File: src/rtl/serial_adder_ctrl_pkg.sv
// Shared definitions for the bit-serial adder controller.
//   state_e       : controller state encoding (2-bit binary)
//   DEFAULT_WIDTH : default operand/sum width in bits
package serial_adder_ctrl_pkg;

    localparam int unsigned DEFAULT_WIDTH = 8;

    typedef enum logic [1:0] {
        ST_IDLE = 2'd0,
        ST_RUN  = 2'd1,
        ST_DONE = 2'd2
    } state_e;

endpackage

File: src/rtl/fa_bit_cell.sv
// One-bit full adder; purely combinational.
//   x, y : operand bits
//   ci   : carry in
//   s    : sum bit
//   co   : carry out (majority of x, y, ci)
module fa_bit_cell (
    input  logic x,
    input  logic y,
    input  logic ci,
    output logic s,
    output logic co
);

    assign s  = x ^ y ^ ci;
    assign co = (x & y) | (x & ci) | (y & ci);

endmodule

File: src/rtl/serial_adder_ctrl.sv
// Bit-serial WIDTH-bit adder. Operands are captured on an accepted start and fed
// LSB-first through a single full-adder cell, one bit per clock. The result is
// published on the last RUN edge and a one-cycle done pulse follows.
//   clk   : system clock, rising edge
//   rst_n : asynchronous active-low reset
//   start : begin an addition (accepted in IDLE or DONE)
//   a, b  : operands, captured on accepted start
//   cin   : carry-in, captured on accepted start
//   busy  : high while bits are being processed
//   done  : one-cycle pulse, sum/cout valid from this cycle
//   sum   : result, held until the next completed addition
//   cout  : final carry-out, held with sum
module serial_adder_ctrl
    import serial_adder_ctrl_pkg::*;
#(
    parameter int unsigned WIDTH = DEFAULT_WIDTH
) (
    input  logic             clk,
    input  logic             rst_n,
    input  logic             start,
    input  logic [WIDTH-1:0] a,
    input  logic [WIDTH-1:0] b,
    input  logic             cin,
    output logic             busy,
    output logic             done,
    output logic [WIDTH-1:0] sum,
    output logic             cout
);

    localparam int unsigned CW = $clog2(WIDTH);

    state_e           state_q, state_d;
    logic [WIDTH-1:0] a_sh_q, a_sh_d;
    logic [WIDTH-1:0] b_sh_q, b_sh_d;
    // Holds the WIDTH-1 already-computed sum bits; the final bit comes straight
    // from the cell on the last edge.
    logic [WIDTH-2:0] s_sh_q, s_sh_d;
    logic             c_q, c_d;
    logic [CW-1:0]    cnt_q, cnt_d;
    logic [WIDTH-1:0] sum_q, sum_d;
    logic             cout_q, cout_d;

    logic             fa_s, fa_co;
    logic [WIDTH-1:0] s_cat;
    logic             last_bit;

    fa_bit_cell u_fa (
        .x  (a_sh_q[0]),
        .y  (b_sh_q[0]),
        .ci (c_q),
        .s  (fa_s),
        .co (fa_co)
    );

    // New sum bit enters from the MSB side.
    assign s_cat    = {fa_s, s_sh_q};
    assign last_bit = (cnt_q == CW'(WIDTH - 1));

    always_comb begin
        state_d = state_q;
        a_sh_d  = a_sh_q;
        b_sh_d  = b_sh_q;
        s_sh_d  = s_sh_q;
        c_d     = c_q;
        cnt_d   = cnt_q;
        sum_d   = sum_q;
        cout_d  = cout_q;

        case (state_q)
            ST_IDLE, ST_DONE: begin
                if (start) begin
                    a_sh_d  = a;
                    b_sh_d  = b;
                    c_d     = cin;
                    cnt_d   = '0;
                    state_d = ST_RUN;
                end else begin
                    state_d = ST_IDLE;
                end
            end
            ST_RUN: begin
                s_sh_d = s_cat[WIDTH-1:1];
                c_d    = fa_co;
                a_sh_d = a_sh_q >> 1;
                b_sh_d = b_sh_q >> 1;
                if (last_bit) begin
                    sum_d   = s_cat;
                    cout_d  = fa_co;
                    state_d = ST_DONE;
                end else begin
                    cnt_d = cnt_q + CW'(1);
                end
            end
            default: state_d = ST_IDLE;
        endcase
    end

    always_ff @(posedge clk or negedge rst_n) begin
        if (!rst_n) begin
            state_q <= ST_IDLE;
            a_sh_q  <= '0;
            b_sh_q  <= '0;
            s_sh_q  <= '0;
            c_q     <= 1'b0;
            cnt_q   <= '0;
            sum_q   <= '0;
            cout_q  <= 1'b0;
        end else begin
            state_q <= state_d;
            a_sh_q  <= a_sh_d;
            b_sh_q  <= b_sh_d;
            s_sh_q  <= s_sh_d;
            c_q     <= c_d;
            cnt_q   <= cnt_d;
            sum_q   <= sum_d;
            cout_q  <= cout_d;
        end
    end

    assign busy = (state_q == ST_RUN);
    assign done = (state_q == ST_DONE);
    assign sum  = sum_q;
    assign cout = cout_q;

endmodule

File: config.mk
export PLATFORM = sky130hd
export DESIGN_NAME = serial_adder_ctrl
export DESIGN_NICKNAME = d
export VERILOG_FILES = /design/src/rtl/serial_adder_ctrl_pkg.sv /design/src/rtl/fa_bit_cell.sv /design/src/rtl/serial_adder_ctrl.sv
export SDC_FILE = /design/constraint.sdc
export NUM_CORES = 1
export LEC_CHECK = 0
export CAP_MARGIN = 10
export CORE_UTILIZATION = 56
export DETAILED_ROUTE_END_ITERATION = 10
export GPL_TIMING_DRIVEN = 0
export HOLD_SLACK_MARGIN = 0.06
export PLACE_DENSITY = 0.84
export SYNTH_ARGS = -nofsm -noshare
export SYNTH_HDL_FRONTEND = slang
export SYNTH_HIERARCHICAL = 1
export SYNTH_SLANG_ARGS = --single-unit
File: constraint.sdc
create_clock -name clk -period 3.9 [get_ports clk]
set_input_delay 0.39 -clock clk [delete_from_list [all_inputs] [get_ports clk]]
set_output_delay 0.39 -clock clk [all_outputs]
set_load 0.01 [all_outputs]
==> results.py, run 1 <==
metrics = {
    "place": {
        "dpl_cell_area_sq_um": 2212,
        "dpl.hpwl_mm": 2.473,
        "place.gp.congestion": 0.7501,
        "portBuffers": 30,
    },
    "synthesis": {
        "synth-seq-cells": 38,
        "yosys_warnings": 6,
        "synth.distinct_cells": 25,
        "syn_area_sq_um": 1862,
        "postSynthCellCount": 161,
        "syn_avg_cell_area_sq_um": 11.56,
        "ys_seq_area_frac": 0.5108,
        "syn_nets": 184,
    },
    "sta": {
        "setup_violations": 0,
        "max_freq_mhz": 444.6,
        "worst_pin_slew_ps": 831.2,
        "period_share": 0.5767,
        "tns_ps": 0,
        "drv_slew": 0,
        "period_needed_ps": 2249,
        "finalHoldViolCount": 0,
        "relSlewSlack": 0.4459,
        "rsz0062_at_grt": "no",
        "skew_ps": 9.640,
    },
    "global_route": {
        "grt_start_max_net_pins": 39,
        "first_global_vias": 1266,
        "antenna_found_initial": 0,
        "grt-ovfl-total": 0,
        "grt_use_total": 0.2271,
        "grt_pass1_wl_mm": 5.816,
    },
    "power_and_ir_drop": {
        "vdd_drop_max_mv": 0.5252,
        "leakage_uw": 0.001023,
        "power_density_nw_per_um2": 765.7,
        "power.total_uw": 1779,
    },
    "drt": {
        "wl_mm": 3.486,
        "routed-via-count": 1337,
        "wl_per_cell_um": 14.35,
        "route.detailed.drc": 0,
        "drt_first_pass_iters": 4,
        "drt_iter0_markers": 55,
        "ant_nets": 0,
        "viasPerCell": 5.502,
    },
    "setup_path": {
        "critPathKind": "reg2out",
        "timing.critical_path.fanout_max": 10,
        "rrSetupSlack_ps": 2210,
        "r2r_end": "cnt_q[2]",
        "worstSetupEndpoint": "done",
        "critPathLaunch": "state_q[1]",
        "timing.rr.start": "cnt_q[0]",
        "cp-end-kind": "output pin",
        "cp-start-kind": "register",
        "cp.arrival_ps": 1860,
        "reg2reg_depth": 5,
        "cp_data_required_time_ps": 3510,
    },
    "floorplan": {
        "io_pins": 31,
        "dieArea_sq_um": 3559,
        "die_w_um": 59.66,
        "rows": 20,
        "fp.dieH_um": 59.66,
        "core_area_sq_um": 3103,
        "start_util": 0.6000,
    },
    "cells_and_area": {
        "final_common_cell": "dfrtp_1",
        "layout_common_cells": "dfrtp_1, clkdlybuf4s50_1, nand2_1",
        "multi_input_area_sq_um": 838.3,
        "drive_above_1_share": 0.1508,
        "seq_area_sq_um": 950.9,
        "design_area_sq_um": 2323,
        "antenna_cells": 0,
        "area_growth_pct": 24.80,
        "fillerInstances": 237,
        "nNetsFinal": 221,
        "fin_util": 0.7488,
    },
    "clock_network": {
        "clk_latency_ps": 350,
        "root_buffer": "clkbuf_4",
        "cts_buffer_depth": 2,
        "postCtsSetupRepairBufs": 0,
        "cts_tree": "built",
        "clk_pin_slew_ps": 110,
        "cts.htree.levels": 2,
        "hold_buffers": 0,
        "cts_resized": 0,
        "clock-sinks": 38,
        "cts_buffers": 5,
    },
    "job": {
        "maxCapViolCount": 0,
    },
    "run_status": {
        "status": "completed",
    },
    "worst_hold_path": {
        "min_path_type": "in2async",
    },
}
-- per-stage QoR --
step / instances / hold WS [ps] / setup slack (ps)
after floorplan: 161 / 94.41 / 2306
after global placement: 235 / 461.9 / 1613
after CTS: 243 / 144.7 / 1622
after global routing: 243 / 176.3 / 1536
after detailed placement: 235 / 489.7 / 2036
final: 243 / 114.2 / 1651
-- how the worst min path moves through the flow --
stage / start / end / slack [ps] / cells past startpoint
after floorplan: rst_n / a_sh_q[0] / 90 / 0
after global placement: s_sh_q[0] / s_sh_q[0] / 460 / 2
after detailed placement: s_sh_q[0] / s_sh_q[0] / 490 / 2
after CTS: rst_n / sum[1] / 140 / 1
after global routing: rst_n / sum[1] / 180 / 1
final: rst_n / s_sh_q[1] / 110 / 1
-- state kept, by name (all words and copies together) (netlist names) --
| register | flops |
|---|---|
| state_q | 2 |
| a_sh_q | 8 |
| cnt_q | 3 |
| c_q | 1 |
| s_sh_q | 7 |
| sum | 8 |
| cout | 1 |
| b_sh_q | 8 |
-- Yosys cell counts --
cell | n | share of area
nor2b_1 | 16 | 0.054
buf_4 | 3 | 0.012
inv_2 | 1 | 0.0020
buf_6 | 1 | 0.0060
mux2i_1 | 18 | 0.097
a21oi_1 | 15 | 0.040
nand2b_1 | 1 | 0.0034
nand3_1 | 2 | 0.0054
buf_2 | 3 | 0.0081
clkbuf_1 | 2 | 0.0040
mux2_4 | 9 | 0.073
a22o_1 | 2 | 0.0094
fa_1 | 1 | 0.011
mux2_1 | 2 | 0.012
a211oi_1 | 15 | 0.060
buf_1 | 1 | 0.0020
dfrtp_1 | 38 | 0.51
o21ai_1 | 2 | 0.0054
clkinv_4 | 1 | 0.0047
ha_1 | 2 | 0.013
nand2_8 | 1 | 0.011
nor2_1 | 1 | 0.0020
nor2_2 | 1 | 0.0034
mux2_2 | 1 | 0.0060
nand2_1 | 22 | 0.044
-- area by class of cell --
cell class | count | share of cell area
sequential | 38 | 0.4093
tap | 44 | 0.02369
multi-input combinational | 111 | 0.3608
timing repair buffer | 30 | 0.1271
clock buffer | 6 | 0.02208
buffer | 10 | 0.02585
clock inverter | 2 | 0.02585
inverter | 2 | 0.005385
-- where the power goes --
group          internal [uW]  switching, uW  total [uW]
combinational            400            321         721
sequential               578            132         711
clock                    217            130         347
total                   1200            583        1780
-- worst max-delay path, cell delays in order (launching register included) --
cell	delay [ps]
dfrtp_1	370
buf_4	210
buf_4	240
nor2b_1	150
clkdlybuf4s50_1	540
-- cells by family (layout without fill, tap and decap cells) --
group,after synthesis,in the layout,synth area share
AO/OA/AOI/OAI,34,34,0.1156
adder cells (fa/ha/maj),3,3,0.02419
buffers and inverters,12,50,0.03897
flip-flops,38,38,0.5108
multiplexers,30,30,0.1875
AND/OR/NAND/NOR,44,44,0.1230
-- metal layers --
| layer | part of all wire | routed length, um | track usage |
|---|---|---|---|
| met5 | 0 | 0 | 0 |
| met4 | 0.014 | 49 | 0.07641 |
| met1 | 0.45 | 1568 | 0.2735 |
| met2 | 0.49 | 1697 | 0.3841 |
| met3 | 0.049 | 171 | 0.07143 |
Note: power is estimated with default switching activity, not from simulation.
==> inputs of run 2 (changes only) <==
--- a/config.mk
+++ b/config.mk
@@ -6,11 +6,11 @@
 export NUM_CORES = 1
 export LEC_CHECK = 0
 export CAP_MARGIN = 10
-export CORE_UTILIZATION = 56
+export CORE_UTILIZATION = 52
 export DETAILED_ROUTE_END_ITERATION = 10
 export GPL_TIMING_DRIVEN = 0
 export HOLD_SLACK_MARGIN = 0.06
-export PLACE_DENSITY = 0.84
+export PLACE_DENSITY = 0.79
 export SYNTH_ARGS = -nofsm -noshare
 export SYNTH_HDL_FRONTEND = slang
 export SYNTH_HIERARCHICAL = 1
==> constraint.sdc (replaced) <==
create_clock -name clk -period 2.3 [get_ports clk]
set_input_delay 0.23 -clock clk [delete_from_list [all_inputs] [get_ports clk]]
set_output_delay 0.23 -clock clk [all_outputs]
set_load 0.01 [all_outputs]
==> run 2 against run 1 <==
Compared with the run above: global-route usage shrank 1.0 points; via count is 0.82% higher; final cell count is 1.2% higher; clock skew up 2.5 ps; critical path type unchanged.
==> results.py, run 2 (synthesis gave the netlist of run 1 again) <==
metrics = {
    "power_and_ir_drop": {
        "power_density_nw_per_um2": 1252,
        "vdd_drop_max_mv": 0.6813,
        "leakage_uw": 0.001014,
    },
    "setup_path": {
        "r2r_end": "cnt_q[1]",
        "worstSetupEndpoint": "done",
        "cp-start-kind": "register",
        "reg2reg_depth": 5,
        "critPathLaunch": "state_q[1]",
        "timing.rr.start": "cnt_q[0]",
        "cp.arrival_ps": 1830,
        "rrSetupSlack_ps": 600,
        "timing.critical_path.fanout_max": 10,
        "cp-end-kind": "output pin",
        "cp_data_required_time_ps": 2070,
        "critPathKind": "reg2out",
    },
    "drt": {
        "viasPerCell": 5.480,
        "routed-via-count": 1348,
        "wl_mm": 3.581,
        "drt_iter0_markers": 64,
        "route.detailed.drc": 0,
        "wl_per_cell_um": 14.56,
        "ant_nets": 0,
        "drt_first_pass_iters": 4,
    },
    "global_route": {
        "grt_start_max_net_pins": 39,
        "grt_use_total": 0.2167,
        "grt-ovfl-total": 0,
        "first_global_vias": 1285,
        "antenna_found_initial": 0,
        "grt_pass1_wl_mm": 5.844,
    },
    "sta": {
        "setup_violations": 0,
        "skew_ps": 12.13,
        "period_needed_ps": 2058,
        "max_freq_mhz": 485.9,
        "finalHoldViolCount": 0,
        "fin_ws_ps": 241.8,
        "rsz0062_at_grt": "no",
        "drv_slew": 0,
        "period_share": 0.8949,
        "relSlewSlack": 0.4368,
        "tns_ps": 0,
        "worst_pin_slew_ps": 844.7,
    },
    "clock_network": {
        "clk_pin_slew_ps": 100,
        "cts_buffer_depth": 2,
        "postCtsSetupRepairBufs": 0,
        "root_buffer": "clkbuf_4",
        "clock-sinks": 38,
        "cts_buffers": 5,
        "cts_tree": "built",
        "clk_latency_ps": 340,
        "cts.htree.levels": 2,
    },
    "place": {
        "place.gp.congestion": 0.7528,
        "dp_slack_ps": 600.9,
        "portBuffers": 30,
        "dpl.hpwl_mm": 2.514,
        "dpl_cell_area_sq_um": 2215,
    },
    "cells_and_area": {
        "fillerInstances": 270,
        "antenna_cells": 0,
        "drive_above_1_share": 0.1500,
        "area_growth_pct": 23.66,
        "seq_area_sq_um": 950.9,
        "final_common_cell": "dfrtp_1",
        "layout_common_cells": "dfrtp_1, clkdlybuf4s50_1, nand2_1",
        "multi_input_area_sq_um": 838.3,
        "nNetsFinal": 222,
        "design_area_sq_um": 2302,
    },
    "floorplan": {
        "io_pins": 31,
        "start_util": 0.5493,
        "die_w_um": 61.84,
        "dieArea_sq_um": 3824,
        "rows": 21,
        "fp.dieH_um": 61.84,
        "core_area_sq_um": 3390,
    },
    "worst_hold_path": {
        "min_path_type": "reg2reg",
    },
    "run_status": {
        "status": "completed",
    },
    "job": {
        "maxCapViolCount": 0,
    },
}
-- run 2: cell types whose count changed in the layout (fill, tap and decap cells not counted), sizes merged --
cell	delta
clkinv	+2
clkbuf	-1
dlygate4sd3	+1
bufinv	-1
-- run 2: where the power goes --
group | switching (uW) | internal, uW | leakage (uW)
combinational | 555 | 684 | 0.000503
clock | 221 | 225 | 0.0000450
sequential | 217 | 980 | 0.000466
-- run 2: area by class of cell --
class	count	share of cell area
Buffer	10	0.02609
Tap cell	46	0.02500
Clock inverter	3	0.01739
Multi-Input combinational cell	111	0.3641
Sequential cell	38	0.4130
Clock buffer	5	0.01630
Timing Repair Buffer	31	0.1326
Inverter	2	0.005435
-- run 2: repair_timing --
item                                   CTS  global route
hold buffers                             1             0
resized for setup                        0             0
endpoints found under the hold margin   38             0
-- run 2: metal layers --
layer,track usage,vias to the layer above,routed length (um)
met5,0,-,0
met4,0.09841,0,59
met3,0.06004,7,130
met2,0.3610,37,1851
met1,0.2623,663,1540
li1,-,641,-
-- run 2: how the worst min path moves through the flow --
stage | from | endpoint | slack, ps | cells past startpoint
4_1_cts | s_sh_q[0] | s_sh_q[0] | 500 | 2
2_1_floorplan | rst_n | a_sh_q[0] | -70 | 0
6_report | s_sh_q[0] | s_sh_q[0] | 490 | 2
3_5_place_dp | rst_n | sum[1] | 380 | 1
3_3_place_gp | s_sh_q[0] | s_sh_q[0] | 460 | 2
5_1_grt | s_sh_q[0] | s_sh_q[0] | 520 | 2
-- run 2: through the flow --
| step | hold slack, ps | instances | power [uW] | utilization |
|---|---|---|---|---|
| floorplan | -65.59 | 161 | 2034 | - |
| global placement | 460.4 | 237 | 2375 | 0.6549 |
| detailed placement | 377.7 | 237 | 2453 | 0.6534 |
| CTS | 497.0 | 246 | 2900 | 0.6792 |
| global route | 520.2 | 246 | 3103 | 0.6792 |
| finish | 492.7 | 246 | 2882 | 0.6792 |
-- run 2: worst max-delay path, cell delays in order, from the launching register on --
cell and delay, ps:
dfrtp_1 360, buf_4 210, buf_4 240, nor2b_1 150, clkdlybuf4s50_1 540
